File: src/rtl/key_event_queue.sv
// -----------------------------------------------------------------------------
// key_event_queue
//
// Turns four debounced button levels into press/release pulses. It also keeps
// a small queue of button events for a consumer.
//
// - Every press raises an event for that button in a 4-bit pending mask.
// - Each cycle, the lowest-index pending button moves into a 4-deep
//   first-word-fall-through FIFO.
// - The consumer drains the FIFO with a valid/ready handshake.
// - A new event for a button that is still pending is merged (lost). This
//   sets the sticky overflow flag.
//
// Optional feature, macro KEY_EVENT_AUTOREPEAT_EN:
//   A button held down raises repeat events. The first repeat comes
//   REPEAT_DELAY cycles after the press pulse. Further repeats follow every
//   REPEAT_RATE cycles until the button is released.
//   With the macro undefined, only press events enter the queue, and both
//   repeat parameters have no effect.
//
// Ports:
//   clk           - system clock, rising edge
//   reset         - asynchronous active-low reset
//   dataDebounced - [3:0] debounced button levels, 1 = pressed (clk domain)
//   pressPulse    - [3:0] one-cycle pulse per button on a 0->1 change
//   releasePulse  - [3:0] one-cycle pulse per button on a 1->0 change
//   evValid       - FIFO head holds an event
//   evCode        - [1:0] button index of the FIFO head
//   evReady       - consumer accepts the head when evValid is also high
//   overflow      - sticky: at least one event was merged since reset
// -----------------------------------------------------------------------------
module key_event_queue #(
    parameter int REPEAT_DELAY = 25000000,
    parameter int REPEAT_RATE  = 5000000
) (
    input  logic       clk,
    input  logic       reset,
    input  logic [3:0] dataDebounced,
    output logic [3:0] pressPulse,
    output logic [3:0] releasePulse,
    output logic       evValid,
    output logic [1:0] evCode,
    input  logic       evReady,
    output logic       overflow
);

    logic [3:0] prev;
    logic       arm;
    logic [3:0] rise;
    logic [3:0] fall;
    logic [3:0] rep_ev;
    logic [3:0] new_ev;

    logic [3:0] pending;
    logic [3:0] pending_nxt;
    logic [3:0] push_mask;
    logic [1:0] push_code;
    logic       push;
    logic       pop;

    logic [1:0] fifo_mem [4];
    logic [1:0] wr_ptr;
    logic [1:0] rd_ptr;
    logic [2:0] count;

    // Edges are detected only once arm is set. The first edge after reset
    // just captures the current levels, so a button held across reset
    // release does not look like a fresh press.
    assign rise   = {4{arm}} & dataDebounced & ~prev;
    assign fall   = {4{arm}} & ~dataDebounced & prev;
    assign new_ev = rise | rep_ev;

    // Choose the lowest-index pending button. Gating push on the count
    // before any pop means a full FIFO never pushes, even in a pop cycle.
    // NOTE: every always_comb output gets a default first, so no path leaves it unassigned and no latch is inferred.
    always_comb begin
        push_code = 2'd0;
        push_mask = 4'b0000;
        push      = (count != 3'd4) && (pending != 4'b0000);
        for (int i = 3; i >= 0; i--) begin
            if (pending[i]) begin
                push_code = 2'(i);
                push_mask = 4'b0001 << i;
            end
        end
        if (!push) begin
            push_mask = 4'b0000;
        end
    end

    assign pop = evValid & evReady;

    // A new event only sets a pending bit that was clear before this edge.
    // Because of that, a pending bit is never set and pushed on the same
    // edge. An event whose bit is already pending is dropped here and
    // flagged through overflow.
    assign pending_nxt = (pending & ~push_mask) | (new_ev & ~pending);

    // NOTE: sequential state uses non-blocking assignments only, so every register samples pre-edge values regardless of statement order.
    always_ff @(posedge clk or negedge reset) begin
        if (!reset) begin
            prev         <= 4'b0000;
            arm          <= 1'b0;
            pressPulse   <= 4'b0000;
            releasePulse <= 4'b0000;
            pending      <= 4'b0000;
            overflow     <= 1'b0;
            wr_ptr       <= 2'd0;
            rd_ptr       <= 2'd0;
            count        <= 3'd0;
            // NOTE: the FIFO storage is reset too, so evCode reads 0 during and after reset; at four 2-bit entries this is plain flops, not a RAM.
            for (int i = 0; i < 4; i++) begin
                fifo_mem[i] <= 2'd0;
            end
        end else begin
            prev         <= dataDebounced;
            arm          <= 1'b1;
            pressPulse   <= rise;
            releasePulse <= fall;
            pending      <= pending_nxt;
            if ((new_ev & pending) != 4'b0000) begin
                overflow <= 1'b1;
            end
            if (push) begin
                fifo_mem[wr_ptr] <= push_code;
                wr_ptr           <= wr_ptr + 2'd1;
            end
            if (pop) begin
                rd_ptr <= rd_ptr + 2'd1;
            end
            case ({push, pop})
                2'b10:   count <= count + 3'd1;
                2'b01:   count <= count - 3'd1;
                default: count <= count;
            endcase
        end
    end

    assign evValid = (count != 3'd0);
    assign evCode  = fifo_mem[rd_ptr];

`ifdef KEY_EVENT_AUTOREPEAT_EN
    localparam int MAX_INTERVAL = (REPEAT_DELAY > REPEAT_RATE) ? REPEAT_DELAY : REPEAT_RATE;
    localparam int CW           = (MAX_INTERVAL > 1) ? $clog2(MAX_INTERVAL) : 1;
    localparam logic [CW-1:0] DELAY_LAST = CW'(REPEAT_DELAY - 1);
    localparam logic [CW-1:0] RATE_LAST  = CW'(REPEAT_RATE - 1);

    // hold_act marks a hold that began with a real press pulse. A button
    // held across reset therefore never auto-repeats. rep_phase tells
    // whether the first repeat has happened yet.
    logic [CW-1:0] hold_cnt [4];
    logic [3:0]    hold_act;
    logic [3:0]    rep_phase;

    always_comb begin
        rep_ev = 4'b0000;
        for (int i = 0; i < 4; i++) begin
            rep_ev[i] = hold_act[i] & dataDebounced[i] &
                        (hold_cnt[i] == (rep_phase[i] ? RATE_LAST : DELAY_LAST));
        end
    end

    // The counter is zero on the press edge and counts each held edge after
    // that. It returns to zero on every repeat, so an interval of N cycles
    // ends when the count reaches N-1.
    always_ff @(posedge clk or negedge reset) begin
        if (!reset) begin
            hold_act  <= 4'b0000;
            rep_phase <= 4'b0000;
            for (int i = 0; i < 4; i++) begin
                hold_cnt[i] <= '0;
            end
        end else begin
            for (int i = 0; i < 4; i++) begin
                if (rise[i] || fall[i]) begin
                    hold_cnt[i]  <= '0;
                    rep_phase[i] <= 1'b0;
                    hold_act[i]  <= rise[i];
                end else if (hold_act[i] && dataDebounced[i]) begin
                    if (rep_ev[i]) begin
                        hold_cnt[i]  <= '0;
                        rep_phase[i] <= 1'b1;
                    end else begin
                        hold_cnt[i] <= hold_cnt[i] + 1'b1;
                    end
                end
            end
        end
    end
`else
    assign rep_ev = 4'b0000;
`endif

endmodule

File: config.mk
export PLATFORM = sky130hd
export DESIGN_NAME = key_event_queue
export DESIGN_NICKNAME = d
export VERILOG_FILES = /design/src/rtl/key_event_queue.sv
export SDC_FILE = /design/constraint.sdc
export NUM_CORES = 1
export LEC_CHECK = 0
export CORE_ASPECT_RATIO = 0.75
export CORE_MARGIN = 4
export CORE_UTILIZATION = 50
export CTS_BUF_LIST = sky130_fd_sc_hd__clkbuf_2
export DETAILED_ROUTE_END_ITERATION = 8
export PLACE_DENSITY_LB_ADDON = 0.08
export SLEW_MARGIN = 20
export SYNTH_ARGS = -nofsm -noshare
export SYNTH_HDL_FRONTEND = slang
export SYNTH_SLANG_ARGS = --single-unit
File: constraint.sdc
create_clock -name clk -period 2.4 [get_ports clk]
set_clock_uncertainty 0.15 [all_clocks]
set_input_delay 0.24 -clock clk [delete_from_list [all_inputs] [get_ports clk]]
set_output_delay 0.24 -clock clk [all_outputs]
set_load 0.01 [all_outputs]
Yosys cells after proc, flatten, opt, wreduce, memory -nomap -nowiden
Cells that the tools add are included.

storage, ports and cells
  register bits = 33
  input bits = 7
  output and inout bits = 12

cells by class
  mux-type cells = 16
  order comparisons = 3
  $add $sub $neg = 4
  eq/ne operators = 3
  reductions and logical operators = 6
  bitwise operators = 15

operators with widths
  cell                                                        count
  bitwise AND 4 bit                                           7
  2-to-1 mux 4 bit                                            5
  NOT 4 bit                                                   4
  2-to-1 mux 2 bit                                            7
  bitwise mux 8 bit                                           1
  nonzero test 4 bit                                          2
  >= comparator 3 bit, second input constant                  2
  NOT 2 -> 3 bit                                              2
  one-hot mux 3 bit (2 select lines)                          1
  adder 2 x 1 -> 2 bit, second input constant                 2
  binary-select mux 2 bit (select 2 bit)                      1
  demux 2 bit (select 2 bit)                                  1
  bitwise OR 4 bit                                            1
  adder 3 x 1 -> 3 bit, second input constant                 1
  less-than comparator 3 x 1 -> 1 bit, second input constant  1
  != test 3 bit, second input constant                        1
  nonzero test 3 bit                                          1
  subtractor 3 x 1 -> 3 bit, second input constant            1
  == test 2 x 1 -> 1 bit, second input constant               1
  == test 2 bit, second input constant                        1
  logical AND 1 bit                                           2
  nonzero test 2 bit                                          1
  bitwise AND 1 bit                                           1

Depth between registers and ports, before layout
  depth after elaboration = 8
  gate-level depth with buffers = 10
  depth with buffers taken out = 9

Worst setup path before layout
No wires, ideal clock.

  path type = reg-to-reg
  start point = register pending[1]
  end point = register count[2]
  path buffers = 1
  clock period less this slack = 2467 ps
  stages on the path, launching flop included = 11
  arrival = 2237 ps
  slack = -67 ps
  cell sequence = dfrtp_1 -> or4_1 -> buf_2 -> and2_4 -> inv_1 -> ha_1 -> inv_1 -> fa_1 -> xor2_1 -> nor2_1 -> xor2_1

between the ends
  longest elaborated chain between the ends = 4

RTL lines
  element                                                                          line  text
  start: declaration                                                               54    logic [3:0] pending;
  start signal: assignment                                                         120   pending <= pending_nxt;
  nonzero test 4 bit (*)                                                           79    push = (count != 3'd4) && (pending != 4'b0000);
  logical AND 1 bit (*)                                                            79
  == test 2 x 1 -> 1 bit / == test 2 bit (equally long branches)                   131   case ({push, pop})
  one-hot mux 3 bit (2 select lines) / nonzero test 2 bit (equally long branches)  -
  end signal: assignment                                                           132   2'b10: count <= count + 3'd1;
  end signal: assignment                                                           133   2'b01: count <= count - 3'd1;
  end signal: assignment                                                           134   default: count <= count;
  end: declaration                                                                 64    logic [2:0] count;

Mark *: on every way between the ends. The rest lies on a longest branch, timed or not.
A chain may end at the register's enable or synchronous reset.

Worst setup path in the final report
  start point = register pending[3]
  end point = register count[2]

Same word-level chain as after synthesis.

==> impl_results.md <==
- Status: complete, no violations
- Seq/Total Area, Yosys: 58.4%
- Final setup fails: 0
- Crit-path max FO: 3
- Yosys warns: 0
- Initial antenna violation count: 0
- Met3 GRT Util: 4.66%
- # hold bufs at CTS: 0
- Syn Area/Cell: about 13 um2
- Clock network fraction of total power: between 10% and 20%
- Crit Path Category: reg -> reg
- Fillers: between 200 and 250
- Pint: between 0.001 and 0.0015 W
- Post-synth ARST share: between 90% and 100%
- Met1 usage: 22.5%
- Clk sink count: 33
- Vert. Die Dim: ~54 um
- Synth area leader: dfrtp_1
- Hold Fails Final Rpt: 0
- Reg area: 826 um2
- Final hold slack: around 0.12 ns
- First-pass GRT wire length: approximately 4.6 mm
- Routed Antenna Nets: 0
- Worst hold path type: in -> async
- Synth Area in Compound Gates: 7.08%
- Share of layout cells above drive strength 1: between 10% and 20%
- Drc violations: 0
- Multi-input gate area: 568 um2
- Combinational power share: between 40% and 50%
- Synth Area in Adders: ~6%
- Post-synth top area share: between 50% and 60%
- Drt first pass iters: 4
- FF-to-FF End: count[2]
- CTS Buf Count: 5
- Port-buffer cells: 18
- Routed len/inst: about 14 um
- Netlist cell types: 32
- Maximum clock rate: about 430 MHz
- Final layout net count: 153
- Startpoint Class: register
- Max-slew violations: 0
- Initial Util: a little over half
- Switching Share: 36.7%
- GR peak layer: met2
- Total vias in the final route: approximately 920
- FF-to-FF Start: pending[3]
- RSZ-0062 raised after global routing: no
- Number of global-route vias before repair: about 960
- P_leak: about 0.80 nW
- Pre-CTS WS: roughly 0.036 ns
- R2r worst-path depth: 9
- Setup ws final: between 0.09 and 0.1 ns
- I/O pins: 19
- FF+latch count, synth: 33
- Mapped Nets: about 120
- Synth top area cells: dfrtp_1 (58%), ha_1 (4.4%), and3b_1 (4.3%)
- WP data required: 2.56 ns
- Clock buffer depth: 2
- Cells after Synth: 110
- Detailed placer's ending HPWL: roughly 1.9 mm
- # rows: 16
- Largest net degree at the start of global routing: 34
- Min Tclk post-route: approximately 2.3 ns
- Mux cell area share after synthesis: 7.88%
- Post-Route WL: ~2.5 mm
- Number of synthesized flops with an enable pin: 0
- Die ar.: ~0.0038 mm2
- CP Capture Type: register
- Maximum VDD drop: between 0.8 and 0.9 mV
- P_sw: 0.000788 W
- Die Wd: between 60 and 70 um
- CP arrival: ~2.5 ns
- Gr usage total: roughly 16%
- Met2 Track Usage GR: roughly a quarter
- ANT cells: 0
- Final period util: 95.9%
- Xor/xnor share of the synthesized area: about 4.2%
- Commonest register cell after synthesis: dfrtp_1
- Gr ovfl total: 0
- Clock Latency Late Sink: 0.37 ns
- Max Cap Viol: 0
- CTS Root Cell: clkbuf_2
- Area growth syn-to-layout: 22.7%
- Final Core Density: between 60 and 70%
- Core Region: around 0.0027 mm2
- Setup slack, reg-to-reg: between 0.09 and 0.1 ns
- Drt via density: between 5 and 6
- DR iter-0 viols: 26
- Worst-path clk slew: about 0.16 ns
- Simple-Gate Fraction of Synth Area: 13.5%
- Sequential share of power: 40.8%
- CTS tree: yes
- H-tree depth: 2
- Final GP Congestion: 0.827
- Largest family of logic cells by synthesized area: simple AND/OR/NAND/NOR gates
- PD cells: between 1000 and 1500 mW/mm2
- Mapped Area: approximately 0.0014 mm2
## through the flow
stage / power, W / std cells / cell area [um2] / TNS [ns]
finish: 0.00215 / 176 / 1730 / 0
floorplan: 0.00159 / 110 / 1440 / -0.0144
detailed placement: 0.00189 / 168 / 1690 / 0
global route: 0.00235 / 176 / 1730 / 0
CTS: 0.00213 / 175 / 1720 / 0
global placement: 0.00185 / 168 / 1690 / 0
## per-layer routing
| layer | vias up | routed length [um] |
|---|---|---|
| li1 | 442 | - |
| met1 | 449 | 1240 |
| met2 | 16 | 1120 |
| met3 | 8 | 93 |
| met4 | 0 | 49 |
| met5 | - | 0 |
## worst max-delay path by stage
stage / cells after the start / startpoint / endpoint
global placement: 9 / pending[2] / count[2]
detailed placement: 9 / pending[2] / count[2]
CTS: 9 / pending[2] / count[2]
global route: 9 / pending[3] / count[2]
finish: 9 / pending[3] / count[2]
floorplan: 10 / pending[2] / count[2]
## cell usage after synthesis, types with 2 or more instances
cell,instances
dfrtp_1,33
a21oi_1,7
and3b_1,7
inv_1,7
nor2_1,7
a31oi_1,5
ha_1,5
nand3_1,5
mux2_1,4
nand2_1,4
xor2_1,3
mux4_2,2
xnor2_1,2
## cell usage in the layout, fill, tap and decap left out, drive strengths merged
cell type / instances
clkdlybuf4s50: 18
nand2b: 1
mux4: 2
o31a: 1
ha: 5
a31oi: 5
nor3b: 1
a22oi: 1
or4: 1
o22a: 1
dfrtp: 33
buf: 7
nand2: 4
xor2: 3
or3: 1
nand3: 6
clkinv: 1
fa: 1
xnor2: 3
or3b: 1
inv: 7
a21oi: 7
or2: 1
clkbuf: 6
nor2: 7
mux2: 5
and3b: 7
o21ai: 1
mux2i: 1
conb: 1
and2: 1
## worst max-delay path: stages (launching register included)
cell and delay (ns):
dfrtp_1 0.41, or4_4 0.53, and2_4 0.18, inv_4 0.06
ha_4 0.13, inv_2 0.03, fa_2 0.32, xor2_1 0.16
nor2_1 0.12, xor2_1 0.14
## power by group through the flow
stage	combinational (W)	sequential [W]	clock, W
6_report	0.00103	0.000876	0.000240
3_5_place_dp	0.00100	0.000883	0
5_1_grt	0.00117	0.000904	0.000271
3_3_place_gp	0.000974	0.000872	0
2_1_floorplan	0.000730	0.000856	0
4_1_cts	0.00101	0.000871	0.000250
## state kept, by name (all words and copies together) (netlist names)
register / cells
arm: 1
pressPulse: 4
count: 3
fifo_mem: 8
releasePulse: 4
wr_ptr: 2
overflow: 1
pending: 4
rd_ptr: 2
prev: 4
## timing repair
action	CTS	global route
endpoints found under the setup margin	0	1
buffers inserted	0	1
gates resized for setup	0	2
## cell families after synthesis
family	Yosys count
adder cells (fa/ha/maj)	6
XOR/XNOR	6
AND/OR/NAND/NOR	31
multiplexers	8
flip-flops	33
other	1
buffers and inverters	9
AO/OA/AOI/OAI	16
## layout make-up
class | instances | share of cell area [%]
inverter | 7 | 1.66
clock buffer | 6 | 1.73
timing repair buffer | 25 | 13.4
multi-input combinational | 68 | 32.8
tap | 36 | 2.60
clock inverter | 1 | 0.216
sequential | 33 | 47.6
Note: power is estimated with default switching activity, not from simulation.
==> variant: new RTL, same flow settings <==
Build with the macro `KEY_EVENT_AUTOREPEAT_EN` defined.
--- a/src/rtl/key_event_queue.sv
+++ b/src/rtl/key_event_queue.sv
@@ -30,4 +30,6 @@
 //   overflow      - sticky: at least one event was merged since reset
 // -----------------------------------------------------------------------------
+`define KEY_EVENT_AUTOREPEAT_EN
+
 module key_event_queue #(
     parameter int REPEAT_DELAY = 25000000,
Function: no difference found for any inputs over 10 cycles, from zero or initial values and one cycle with reset low; that may be too few to reach the edited logic, so the function may still have changed.
==> variant against the original RTL <==
  * Final cell count increased to 5.9 times the old value
  * Synthesized cell count increased to 6.8 times the old value
  * Area after synthesis increased to 5.1 times the old value
  * Sequential cell count increased by 108
  * Routed wire length increased to 6.6 times the old value
  * Combinational power increased by 18%
  * Count of clock-buffer cells in the layout increased by 11
  * Critical path depth decreased by 3
  * Total power increased to 2.6 times the old value
  * First-iteration DRC count increased to 17 times the old value
  * Worst setup slack got worse by 78 ps
  * Cell area increased to 4.9 times the old value
==> variant: results (changes against the original RTL) <==
----------------------------------------------------
[Clock tree]
  Clock slew at the register clock pins of the worst setup and hold paths ... 200 ps (+40 ps)
  CTS H-Tree Depth ... 4 (+2)
  Clock network latency to the later pin of the worst-skew pair ... 700 ps (+330 ps)
  TritonCTS Buffers ... 17 (+12)

[Route]
  Detailed-routed wire length on met3 ... 874 um (+840%)
  Final wirelength ... 16400 um (+560%)
  DR iter-0 viols ... 452 (+1600%)
  Post-route met1 wirelength ... 8120 um (+560%)
  Total number of vias ... 5937 (+550%)
  Met2 routed WL ... 7190 um (+540%)

[Placed design]
  Sum of net half-perimeters after detailed placement ... 11800 um (+530%)
  Post-placement cell count ... 1001 (+500%)
  Cell area after placement ... 8040 sq um (+380%)
  DP Worst Slack ... -163 ps (-198 ps)

[Setup path]
  CP startpoint ... rep_phase[0]$_DFFE_PN0P_
  CP max FO ... 8 (+5)
  Worst reg2reg endpoint ... hold_cnt[94]$_DFFE_PN0P_
  Family with the most delay on the worst path ... simple AND/OR/NAND/NOR gates
  Standard cell with the maximum stage delay on the critical path ... sky130_fd_sc_hd__or4b_1
  Worst reg2reg setup slack ... 20 ps (-80 ps)
  Data arrival at the endpoint of the critical path ... 2840 ps (+380 ps)
  Cell depth of the worst flop-to-flop path ... 6 (-3)

[Run status]
  Outcome ... finished clean

[Global route]
  GRT met2 Usage ... 30.6% (+5.9 points)
  Grt met1 use ... 31.4% (+8.9 points)
  Wire length of the first global-routing pass ... 28600 um (+520%)
  Total global-route track usage ... 21.0% (+4.5 points)
  GR met3 Demand/Resource ... 5.17% (+0.50 points)
  Largest net degree at the start of global routing ... 54 (+59%)
  Vias in the first global route ... 5836 (+510%)

[Power and ir drop]
  Share of power burned in the clock network ... 28.1% (+17 points)
  Comb power ... 1220 uW (+18%)
  Static leakage ... 0.00369 uW (+360%)

[Cells and area]
  Fraction of layout cells with a size suffix above 1 ... 15.6% (-3.7 points)

[Hold path]
  Kind of path behind the tightest hold check ... in2reg

[Synth]
  Unique cell type count in the Yosys netlist ... 63 (+97%)
  Mapped Avg Cell Area ... 9.63 sq um (-25%)
  Leading cell types by total area after synthesis ... sky130_fd_sc_hd__dfrtp_1 49%, sky130_fd_sc_hd__xnor2_1 6.3%, sky130_fd_sc_hd__nor2_1 6.1%
  Leading cell types by count after synthesis ... 141 x sky130_fd_sc_hd__dfrtp_1, 118 x sky130_fd_sc_hd__nor2_1, 59 x sky130_fd_sc_hd__nand2_1

[STA]
  Hold slack ... 97.1 ps (-21.5 ps)
  Slack of the critical path ... 19.5 ps (-78.4 ps)

----------------------------------------------------
[variant: layout make-up]
type	instances	area, sq um
clock buffers	17	85.1
clock inverters	15	195
fillers	1216	5480
inverters	26	97.6
multi-input cells	563	3570
flip-flops and latches	141	3530
well taps	195	244
repair buffers	89	777
[variant: worst register-to-register path, delay by kind of cell, from the launching register on]
kind,cells,cell delay [ps]
buffers and inverters,1,170
and+or+nand+nor,3,1170
AOI/OAI and AO/OA,2,380
DFF,1,430
[variant: repair_timing]
action | in CTS | in global routing
hold buffers | 7 | 0
setup endpoints to repair | 25 | 64
pin swaps | 0 | 3
buffers inserted | 4 | 3
resized for setup | 13 | 13
hold endpoints to repair | 145 | 0
[variant: kinds of logic after synthesis]
logic type | synth area share, %
and+or+nand+nor | 28.0
buffers and inverters | 2.88
other | 0.0517
AOI/OAI and AO/OA | 5.54
xor gates and xnor gates | 10.9
adders and majority gates | 1.83
DFF | 48.7
muxes | 2.16
